--- src/rtl/motor_pkg.sv ---
// Shared definitions for the wheel-motor control slice: channel count,
// encoder I2C addresses and the angle read scheduler state encoding.
package motor_pkg;

  localparam int         NUM_CH        = 4;
  localparam logic [6:0] DEV_ADDR_DFLT = 7'h36;
  localparam logic [7:0] REG_ADDR_DFLT = 8'h0C;

  typedef enum logic [2:0] {
    IDLE,
    SETTLE,
    START,
    WAIT,
    UPDATE
  } state_t;

endpackage

--- src/rtl/rr_pick.sv ---
// Combinational round-robin picker: first enabled channel after last_ch,
// wrapping 3 -> 0; last_ch itself is only chosen when it is the sole one enabled.
module rr_pick (
  input  logic [3:0] enable_mask,
  input  logic [1:0] last_ch,
  output logic [1:0] next_ch,
  output logic       valid
);

  logic [1:0] w_idx;

  // Walk from farthest to nearest so the nearest enabled channel is the last write.
  always_comb begin
    next_ch = last_ch;
    valid   = 1'b0;
    w_idx   = last_ch;
    for (int i = 4; i >= 1; i--) begin
      w_idx = last_ch + 2'(i);
      if (enable_mask[w_idx]) begin
        next_ch = w_idx;
        valid   = 1'b1;
      end
    end
  end

endmodule

--- src/rtl/angle_read_scheduler.sv ---
// Shares one I2C master and a 1-of-4 bus mux among the wheel-angle encoders,
// polling enabled channels round-robin and latching each 12-bit angle.
module angle_read_scheduler
  import motor_pkg::*;
#(
  parameter int         NUM_CH         = motor_pkg::NUM_CH,
  parameter logic [6:0] DEV_ADDR       = DEV_ADDR_DFLT,
  parameter logic [7:0] REG_ADDR       = REG_ADDR_DFLT,
  parameter int         MUX_SETTLE     = 16,
  parameter int         TIMEOUT_CYCLES = 50000
) (
  input  logic                 clock,
  input  logic                 reset_n,
  input  logic [NUM_CH-1:0]    enable_mask,
  input  logic                 clear_err,
  input  logic                 i2c_busy,
  input  logic                 i2c_done,
  input  logic                 i2c_error,
  input  logic [15:0]          i2c_rdata,
  output logic                 i2c_start,
  output logic                 i2c_abort,
  output logic [6:0]           i2c_dev_addr,
  output logic [7:0]           i2c_reg_addr,
  output logic [1:0]           ch_sel,
  output logic [12*NUM_CH-1:0] angle,
  output logic [NUM_CH-1:0]    rd_done,
  output logic [NUM_CH-1:0]    err_sticky,
  output logic                 busy
);

  state_t                r_state, w_state_nxt;
  logic [1:0]            r_last_ch, r_ch_sel;
  logic [15:0]           r_settle_cnt, r_tmo_cnt;
  logic                  r_rd_err;
  logic [11:0]           r_rd_data;
  logic [12*NUM_CH-1:0]  r_angle;
  logic [NUM_CH-1:0]     r_rd_done, r_err_sticky, w_err_set;
  logic [1:0]            w_next_ch;
  logic                  w_valid, w_timeout, w_ch_en;

  rr_pick u_rr_pick (
    .enable_mask (enable_mask),
    .last_ch     (r_last_ch),
    .next_ch     (w_next_ch),
    .valid       (w_valid)
  );

  assign w_timeout = (r_tmo_cnt == 16'(TIMEOUT_CYCLES - 1));
  // A channel dropped from the mask mid-read has its result discarded.
  assign w_ch_en   = enable_mask[r_ch_sel];

  // NOTE: every output of a combinational block gets a default first so no latch is inferred.
  always_comb begin
    w_state_nxt = r_state;
    i2c_start   = 1'b0;
    i2c_abort   = 1'b0;
    w_err_set   = '0;
    case (r_state)
      IDLE:   if (w_valid && !i2c_busy) w_state_nxt = SETTLE;
      SETTLE: begin
        if (enable_mask == '0)         w_state_nxt = IDLE;
        else if (r_settle_cnt == 16'd0) w_state_nxt = START;
      end
      START: begin
        i2c_start   = 1'b1;
        w_state_nxt = WAIT;
      end
      WAIT: begin
        // Completion takes priority over a timeout landing in the same cycle.
        if (i2c_done) begin
          w_state_nxt = UPDATE;
        end else if (w_timeout) begin
          i2c_abort   = 1'b1;
          w_state_nxt = IDLE;
          if (w_ch_en) w_err_set[r_ch_sel] = 1'b1;
        end
      end
      UPDATE: begin
        w_state_nxt = IDLE;
        if (w_ch_en && r_rd_err) w_err_set[r_ch_sel] = 1'b1;
      end
      default: w_state_nxt = IDLE;
    endcase
  end

  // NOTE: state uses non-blocking assignments and an async active-low reset; last_ch starts at 3 so channel 0 goes first.
  always_ff @(posedge clock or negedge reset_n) begin
    if (!reset_n) begin
      r_state      <= IDLE;
      r_last_ch    <= 2'd3;
      r_ch_sel     <= 2'd0;
      r_settle_cnt <= '0;
      r_tmo_cnt    <= '0;
      r_rd_err     <= 1'b0;
      r_rd_data    <= '0;
      r_angle      <= '0;
      r_rd_done    <= '0;
      r_err_sticky <= '0;
    end else begin
      r_state      <= w_state_nxt;
      r_rd_done    <= '0;
      // An error set in the same cycle as clear_err survives.
      r_err_sticky <= (clear_err ? '0 : r_err_sticky) | w_err_set;
      case (r_state)
        IDLE: begin
          if (w_state_nxt == SETTLE) begin
            r_ch_sel     <= w_next_ch;
            r_last_ch    <= w_next_ch;
            r_settle_cnt <= 16'(MUX_SETTLE - 1);
          end
        end
        SETTLE: if (r_settle_cnt != 16'd0) r_settle_cnt <= r_settle_cnt - 16'd1;
        START:  r_tmo_cnt <= '0;
        WAIT: begin
          if (i2c_done) begin
            r_rd_err  <= i2c_error;
            r_rd_data <= i2c_rdata[11:0];
          end else if (r_tmo_cnt != 16'hFFFF) begin
            r_tmo_cnt <= r_tmo_cnt + 16'd1;
          end
        end
        UPDATE: begin
          if (w_ch_en && !r_rd_err) begin
            r_angle[12*int'(r_ch_sel) +: 12] <= r_rd_data;
            r_rd_done[r_ch_sel]              <= 1'b1;
          end
        end
        default: ;
      endcase
    end
  end

  assign i2c_dev_addr = DEV_ADDR;
  assign i2c_reg_addr = REG_ADDR;
  assign ch_sel       = r_ch_sel;
  assign angle        = r_angle;
  assign rd_done      = r_rd_done;
  assign err_sticky   = r_err_sticky;
  assign busy         = (r_state != IDLE);

endmodule

--- config.mk ---
export PLATFORM = sky130hd
export DESIGN_NAME = angle_read_scheduler
export DESIGN_NICKNAME = d
export VERILOG_FILES = /design/src/rtl/motor_pkg.sv /design/src/rtl/rr_pick.sv /design/src/rtl/angle_read_scheduler.sv
export SDC_FILE = /design/constraint.sdc
export NUM_CORES = 1
export LEC_CHECK = 0
export CAP_MARGIN = 20
export CORE_ASPECT_RATIO = 0.9
export CORE_MARGIN = 2
export CORE_UTILIZATION = 45
export CTS_CLUSTER_DIAMETER = 40
export DETAILED_ROUTE_END_ITERATION = 6
export GPL_ROUTABILITY_DRIVEN = 0
export PLACE_DENSITY = 0.81
export SKIP_CTS_REPAIR_TIMING = 1
export SYNTH_ARGS = -nofsm -noshare
export SYNTH_HDL_FRONTEND = slang
export SYNTH_SLANG_ARGS = --single-unit
--- constraint.sdc ---
create_clock -name clock -period 2.97 [get_ports clock]
set_input_delay 0.7425 -clock clock [delete_from_list [all_inputs] [get_ports clock]]
set_output_delay 0.7425 -clock clock [all_outputs]
set_load 0.02 [all_outputs]
=== After elaboration in Yosys (flattened, before gate mapping) ===
Cells that the tools add are included.

* Output and inout port bits: 76
* Register bits: 108

* Equal/unequal tests: 11
* Multiply operators: 1
* Bitwise operators: 1
* Add/sub/neg operators: 6
* Multiplexer cells: 44
* $lt $le $gt $ge: 6
* Shift operators: 2
* Reduce and logical (&&, ||, !) cells: 18

{| class="wikitable"
|+ Operator list
! kind !! count
|-
| 16-bit 2-to-1 mux || 4
|-
| 16-bit case mux with 2 select lines || 2
|-
| 48-bit bitwise mux || 1
|-
| 12-bit by 33-bit variable shift with 48-bit output, first input constant || 1
|-
| 12-bit by 33-bit variable part select with 48-bit output || 1
|-
| 6-bit negator with 33-bit output || 1
|-
| 4-bit 2-to-1 mux || 7
|-
| 16-bit by 1-bit adder with 16-bit output, second input constant || 1
|-
| 16-bit == test, second input constant || 1
|-
| 16-bit zero test || 1
|-
| 16-bit inequality test, second input constant || 1
|-
| 16-bit nonzero test || 1
|-
| 16-bit by 1-bit subtractor with 16-bit output, second input constant || 1
|-
| 2-bit by 3-bit less-than comparator with 1-bit output, second input constant || 5
|-
| 3-bit 2-to-1 mux || 5
|-
| 1-bit 2-to-1 mux || 14
|-
| 3-bit case mux with 4 select lines || 1
|-
| 1-bit binary-select mux with 2-bit select || 5
|-
| 2-bit inequality test, second input constant || 4
|-
| 4-bit case mux with 2 select lines || 1
|-
| 3-bit by 1-bit == test with 1-bit output, second input constant || 2
|-
| 3-bit by 2-bit == test with 1-bit output, second input constant || 2
|-
| 2-bit 2-to-1 mux || 3
|-
| 2-bit AND reduction || 3
|-
| other kinds (14) || 21
|}

=== Logic depth before layout (Yosys ltp) ===
* Word-level depth: 12
* Gate-level depth with buffers: 8

=== Hierarchy ===
From an unflattened synthesis, not the netlist that was laid out.

* Cell total of the unflattened synthesis: 552
* Area total of the unflattened synthesis: 5,382.7 µm²

{| class="wikitable"
|+ Modules (own cells, without submodules)
! module !! cells each !! area each (µm²) !! seq. area each (µm²) !! instances
|-
| angle_read_scheduler || 538 || 5,300.1 || 2,705.1 || 1
|-
| rr_pick || 14 || 82.6 || 0.0 || 1
|}

=== Worst setup path before layout ===
No wires, ideal clock.

* Path type: register to register
* Start point: register r_ch_sel[0], in the netlist ch_sel[0]
* End point: register r_angle[14], in the netlist angle[14]
* Buffers on the path: 2
* Period minus slack after synthesis: 2.334 ns
* Path slack: 0.636 ns
* Cell stages (with the launch flop): 9
* Arrival time: 2.202 ns
* Cells stage by stage: dfrtp_1 -> buf_2 -> inv_1 -> ha_1 -> buf_1 -> nor2_1 -> a22o_1 -> a22oi_1 -> o31ai_1

* Longest elaborated chain between the ends: 4
* Elaborated cells between the ends (all ways): 9

{| class="wikitable"
|+ RTL lines
! element !! RTL line !! source
|-
| start, declared || angle_read_scheduler.sv:32 || <nowiki>logic [1:0] r_last_ch, r_ch_sel;</nowiki>
|-
| start signal, assigned || angle_read_scheduler.sv:107 || <nowiki>r_ch_sel <= w_next_ch;</nowiki>
|-
| 2-bit by 2-bit multiplier with 4-bit output or 1-bit binary-select mux with 2-bit select (tied branches) || angle_read_scheduler.sv:124, angle_read_scheduler.sv:50 ||
|-
| 6-bit negator with 33-bit output or 1-bit 2-to-1 mux (tied branches) || angle_read_scheduler.sv:124, angle_read_scheduler.sv:50 ||
|-
| 12-bit by 33-bit variable part select with 48-bit output, or another cell as far along || angle_read_scheduler.sv:124 || <nowiki>r_angle[12*int'(r_ch_sel) +: 12] <= r_rd_data;</nowiki>
|-
| 48-bit bitwise mux or 2-bit AND reduction (tied branches) || - ||
|-
| end signal, assigned by index || angle_read_scheduler.sv:124 ||
|-
| end, declared || angle_read_scheduler.sv:36 || <nowiki>logic [12*NUM_CH-1:0] r_angle;</nowiki>
|}

Parallel ways exist; a longest one is shown, timed or not. The select of a mux whose other input is x is not followed.
A chain may end at the register's enable or synchronous reset.

=== Final worst setup path ===
* Start point: register r_tmo_cnt[1]
* End point: output i2c_abort

* Longest elaborated chain between the ends: 4

{| class="wikitable"
|+ RTL lines
! element !! RTL line !! source
|-
| start, declared || angle_read_scheduler.sv:33 || <nowiki>logic [15:0] r_settle_cnt, r_tmo_cnt;</nowiki>
|-
| start signal, assigned || angle_read_scheduler.sv:119 || <nowiki>r_tmo_cnt <= r_tmo_cnt + 16'd1;</nowiki>
|-
| 16-bit == test || angle_read_scheduler.sv:48 || <nowiki>assign w_timeout = (r_tmo_cnt == 16'(TIMEOUT_CYCLES - 1));</nowiki>
|-
| 1-bit 2-to-1 mux || angle_read_scheduler.sv:72 || <nowiki>end else if (w_timeout) begin</nowiki>
|-
| 1-bit 2-to-1 mux || angle_read_scheduler.sv:70 || <nowiki>if (i2c_done) begin</nowiki>
|-
| 1-bit 2-to-1 mux || angle_read_scheduler.sv:58 || <nowiki>case (r_state)</nowiki>
|-
| end, declared || angle_read_scheduler.sv:21 || <nowiki>output logic i2c_abort,</nowiki>
|}

Every way passes these cells.

==> flow_summary.toml <==
[clock_tree]
clock_sinks = 108
cts.path.max_buffers = 2
path_clk_slew_ps = 80
cts_buffers = 9
cts_tree = "done"
clock_latency_ps = 360
cts_max_level = 3
root_buffer = "clkbuf_16"

[place]
place_area_um2 = 6550
dp_hpwl_um = 9910
post-place-ws_ps = 49.5
port_buffers = 82

[power]
vdd_drop_max_uv = 428
power_leakage_uw = 0.00294
powerDensity_nw_per_um2 = 804
power_frac_comb = 0.375
p_seq_frac = 0.401
pwr-share-clk = 0.225
p_int_uw = 3270
power_switching_share = 0.407
p_sw_uw = 2240

[floorplanning]
die_area_um2 = 13300
fp.dieH_um = 110
core.rowCount = 38
die_w_um = 121
core_area_um2 = 12100
start_util = 0.462
io_pins = 102

[final_layout]
fin_nets = 681
finish.instance_area_um2 = 6860
diodes = 0
final_util = 0.568
layout_commonest_cell = "dfrtp_1"
final_cell_mix = "106 x dfrtp_1, 88 x nand2_1, 80 x clkdlybuf4s50_1, 26 x o21ai_0"
fillers = 1013
syn2layout_area_growth_pct = 22.9
drive_gt1_frac = 0.0892

[routing]
drt_iter0_drc = 401
drt-total-wl_um = 13800
routed-via-count = 4696
route.detailed.drc = 0
first_pass_iters = 6
via_per_inst = 5.80
ant_nets = 0
avgRoutedWirePerCell_um = 17.0

[sta]
hold_viol = 0
rsz0062_at_grt = "no"
setup_tns_ps = 0
max_freq_ghz = 0.359
fin_crit_ps = 2780
max-slew-margin-rel = 0.428
slew_viol_final = 0
finClkSkew_ps = 14.2
period_share = 0.937
worst_slew_pin_slew_ps = 856
setup_violations = 0
worst_slack_ps = 188

[critical_path]
endpoint_kind = "output pin"
slowest_stage = "or4bb_1"
cp.arrival_ps = 2040
worstSetupStartpointType = "flop"
crit_family = "simple AND/OR/NAND/NOR gates"
crit_chain = "ha_1, or4bb_1, nor4_2, and2_1, dlymetal6s2s_1"
reg2regPathDepth = 6
critPathBufInv = 1
crit_fanout = 4
worstSetupPathType = "flop to output pin"
slowest_delay_ps = 450
crit_required_ps = 2230
crit_cells = 5

[synthesis]
syn_area_um2 = 5580
synthAdderAreaFrac = 0.0224
avgSynthCellArea_um2 = 9.81
synth_mux_area_frac = 0.0664
synth_flop_cell = "dfrtp_1"
ys_types = 58
syn_inst = 569
yosys_warnings = 0
synth-seq-area-share = 0.485
synth_simple_gate_area_frac = 0.208
ys_ff_latch = 108
synth_top_family_by_area = "simple AND/OR/NAND/NOR gates"
synth_compound_area_frac = 0.156
synthXorXnorAreaFrac = 0.00314
synthArstFlopShare = 1.00
synth-edff-count = 0

[status]
status = "complete, no violations"

[global_route]
antenna_found_initial = 0
grt_overflow = 0
track_usage = 0.214
grt_max_degree = 58
grt_pass1_wl_um = 22200
grt_pass1_vias = 4394

[worst_hold_path]
hold_path.class = "primary input to async pin"

[run]
drv_cap = 0
-- Yosys cell counts, types with 3 or more instances --
cell,count,area share
buf_1,7,0.0047
a211o_1,3,0.0047
o22ai_1,6,0.0067
clkbuf_1,16,0.011
nand4b_1,4,0.0063
inv_1,20,0.013
a2bb2oi_1,3,0.0047
nor4_1,15,0.017
a31oi_1,6,0.0067
a22o_1,5,0.0078
nand3b_1,4,0.0054
mux2i_1,19,0.034
ha_1,10,0.022
o41ai_1,12,0.019
nor3_1,7,0.0063
nand2b_1,17,0.019
buf_2,10,0.0090
buf_4,15,0.020
o31ai_1,20,0.027
a22oi_1,13,0.017
and3_1,11,0.012
nand3_1,17,0.015
o21ai_0,26,0.023
mux2_2,14,0.028
a21oi_1,13,0.012
nand4_1,6,0.0067
or4_1,4,0.0054
and2_1,3,0.0034
dfrtp_1,106,0.48
a221o_1,3,0.0054
or3_1,10,0.011
nor2_1,16,0.011
nand2_1,88,0.059
o211ai_1,5,0.0067
-- through the flow --
step	cells	hold WS (ps)	power, uW
floorplan	582	447	3630
global placement	794	459	4150
detailed placement	794	461	4260
CTS	810	480	5480
global route	810	513	5860
finish	810	457	5520
-- flip-flops by register name, summed over array words and instances (netlist names) --
signal / flops
angle: 48
ch_sel: 2
r_settle_cnt: 16
r_rd_err: 1
err_sticky: 4
r_rd_data: 12
r_last_ch: 2
r_state: 3
rd_done: 4
r_tmo_cnt: 16
-- worst paths after layout --
path	startpoint	endpoint	slack, ps
hold / removal	reset_n	angle[33]	460
setup / recovery	r_tmo_cnt[1]	i2c_abort	190
hold reg to reg	angle[38]	angle[38]	480
setup reg to reg	ch_sel[1]	angle[14]	450
min in group clock	angle[38]	angle[38]	480
max in group asynchronous	reset_n	angle[37]	1800
-- cell families after synthesis --
group,Yosys count
simple gates,220
compound gates,125
xor+xnor,2
fa+ha+maj,10
other cells,2
buf+inv,68
flops,108
mux,34
-- metal layers --
layer / track usage / wire length, um
met4: 0.0854 / 260
met5: 0 / 0
met2: 0.343 / 6490
met3: 0.0368 / 971
met1: 0.290 / 6030
-- area by class of cell --
type                    count  area (um2)  share of cell area
clock buffers              11         243              0.0354
inverters                  20        75.1              0.0109
clock inverters             5        58.8             0.00858
multi-input cells         406        2610               0.380
repair buffers            100         968               0.141
flip-flops and latches    108        2710               0.394
well taps                 160         200              0.0292
-- power by group through the flow --
stage                     registers, uW  logic, uW  clock network (uW)
final                              2210       2070                1240
after global routing               2250       2300                1300
after CTS                          2190       2050                1240
after detailed placement           2220       2050                   0
after global placement             2190       1960                   0
after floorplan                    2090       1540                   0
(Power assumes the default switching activity.)
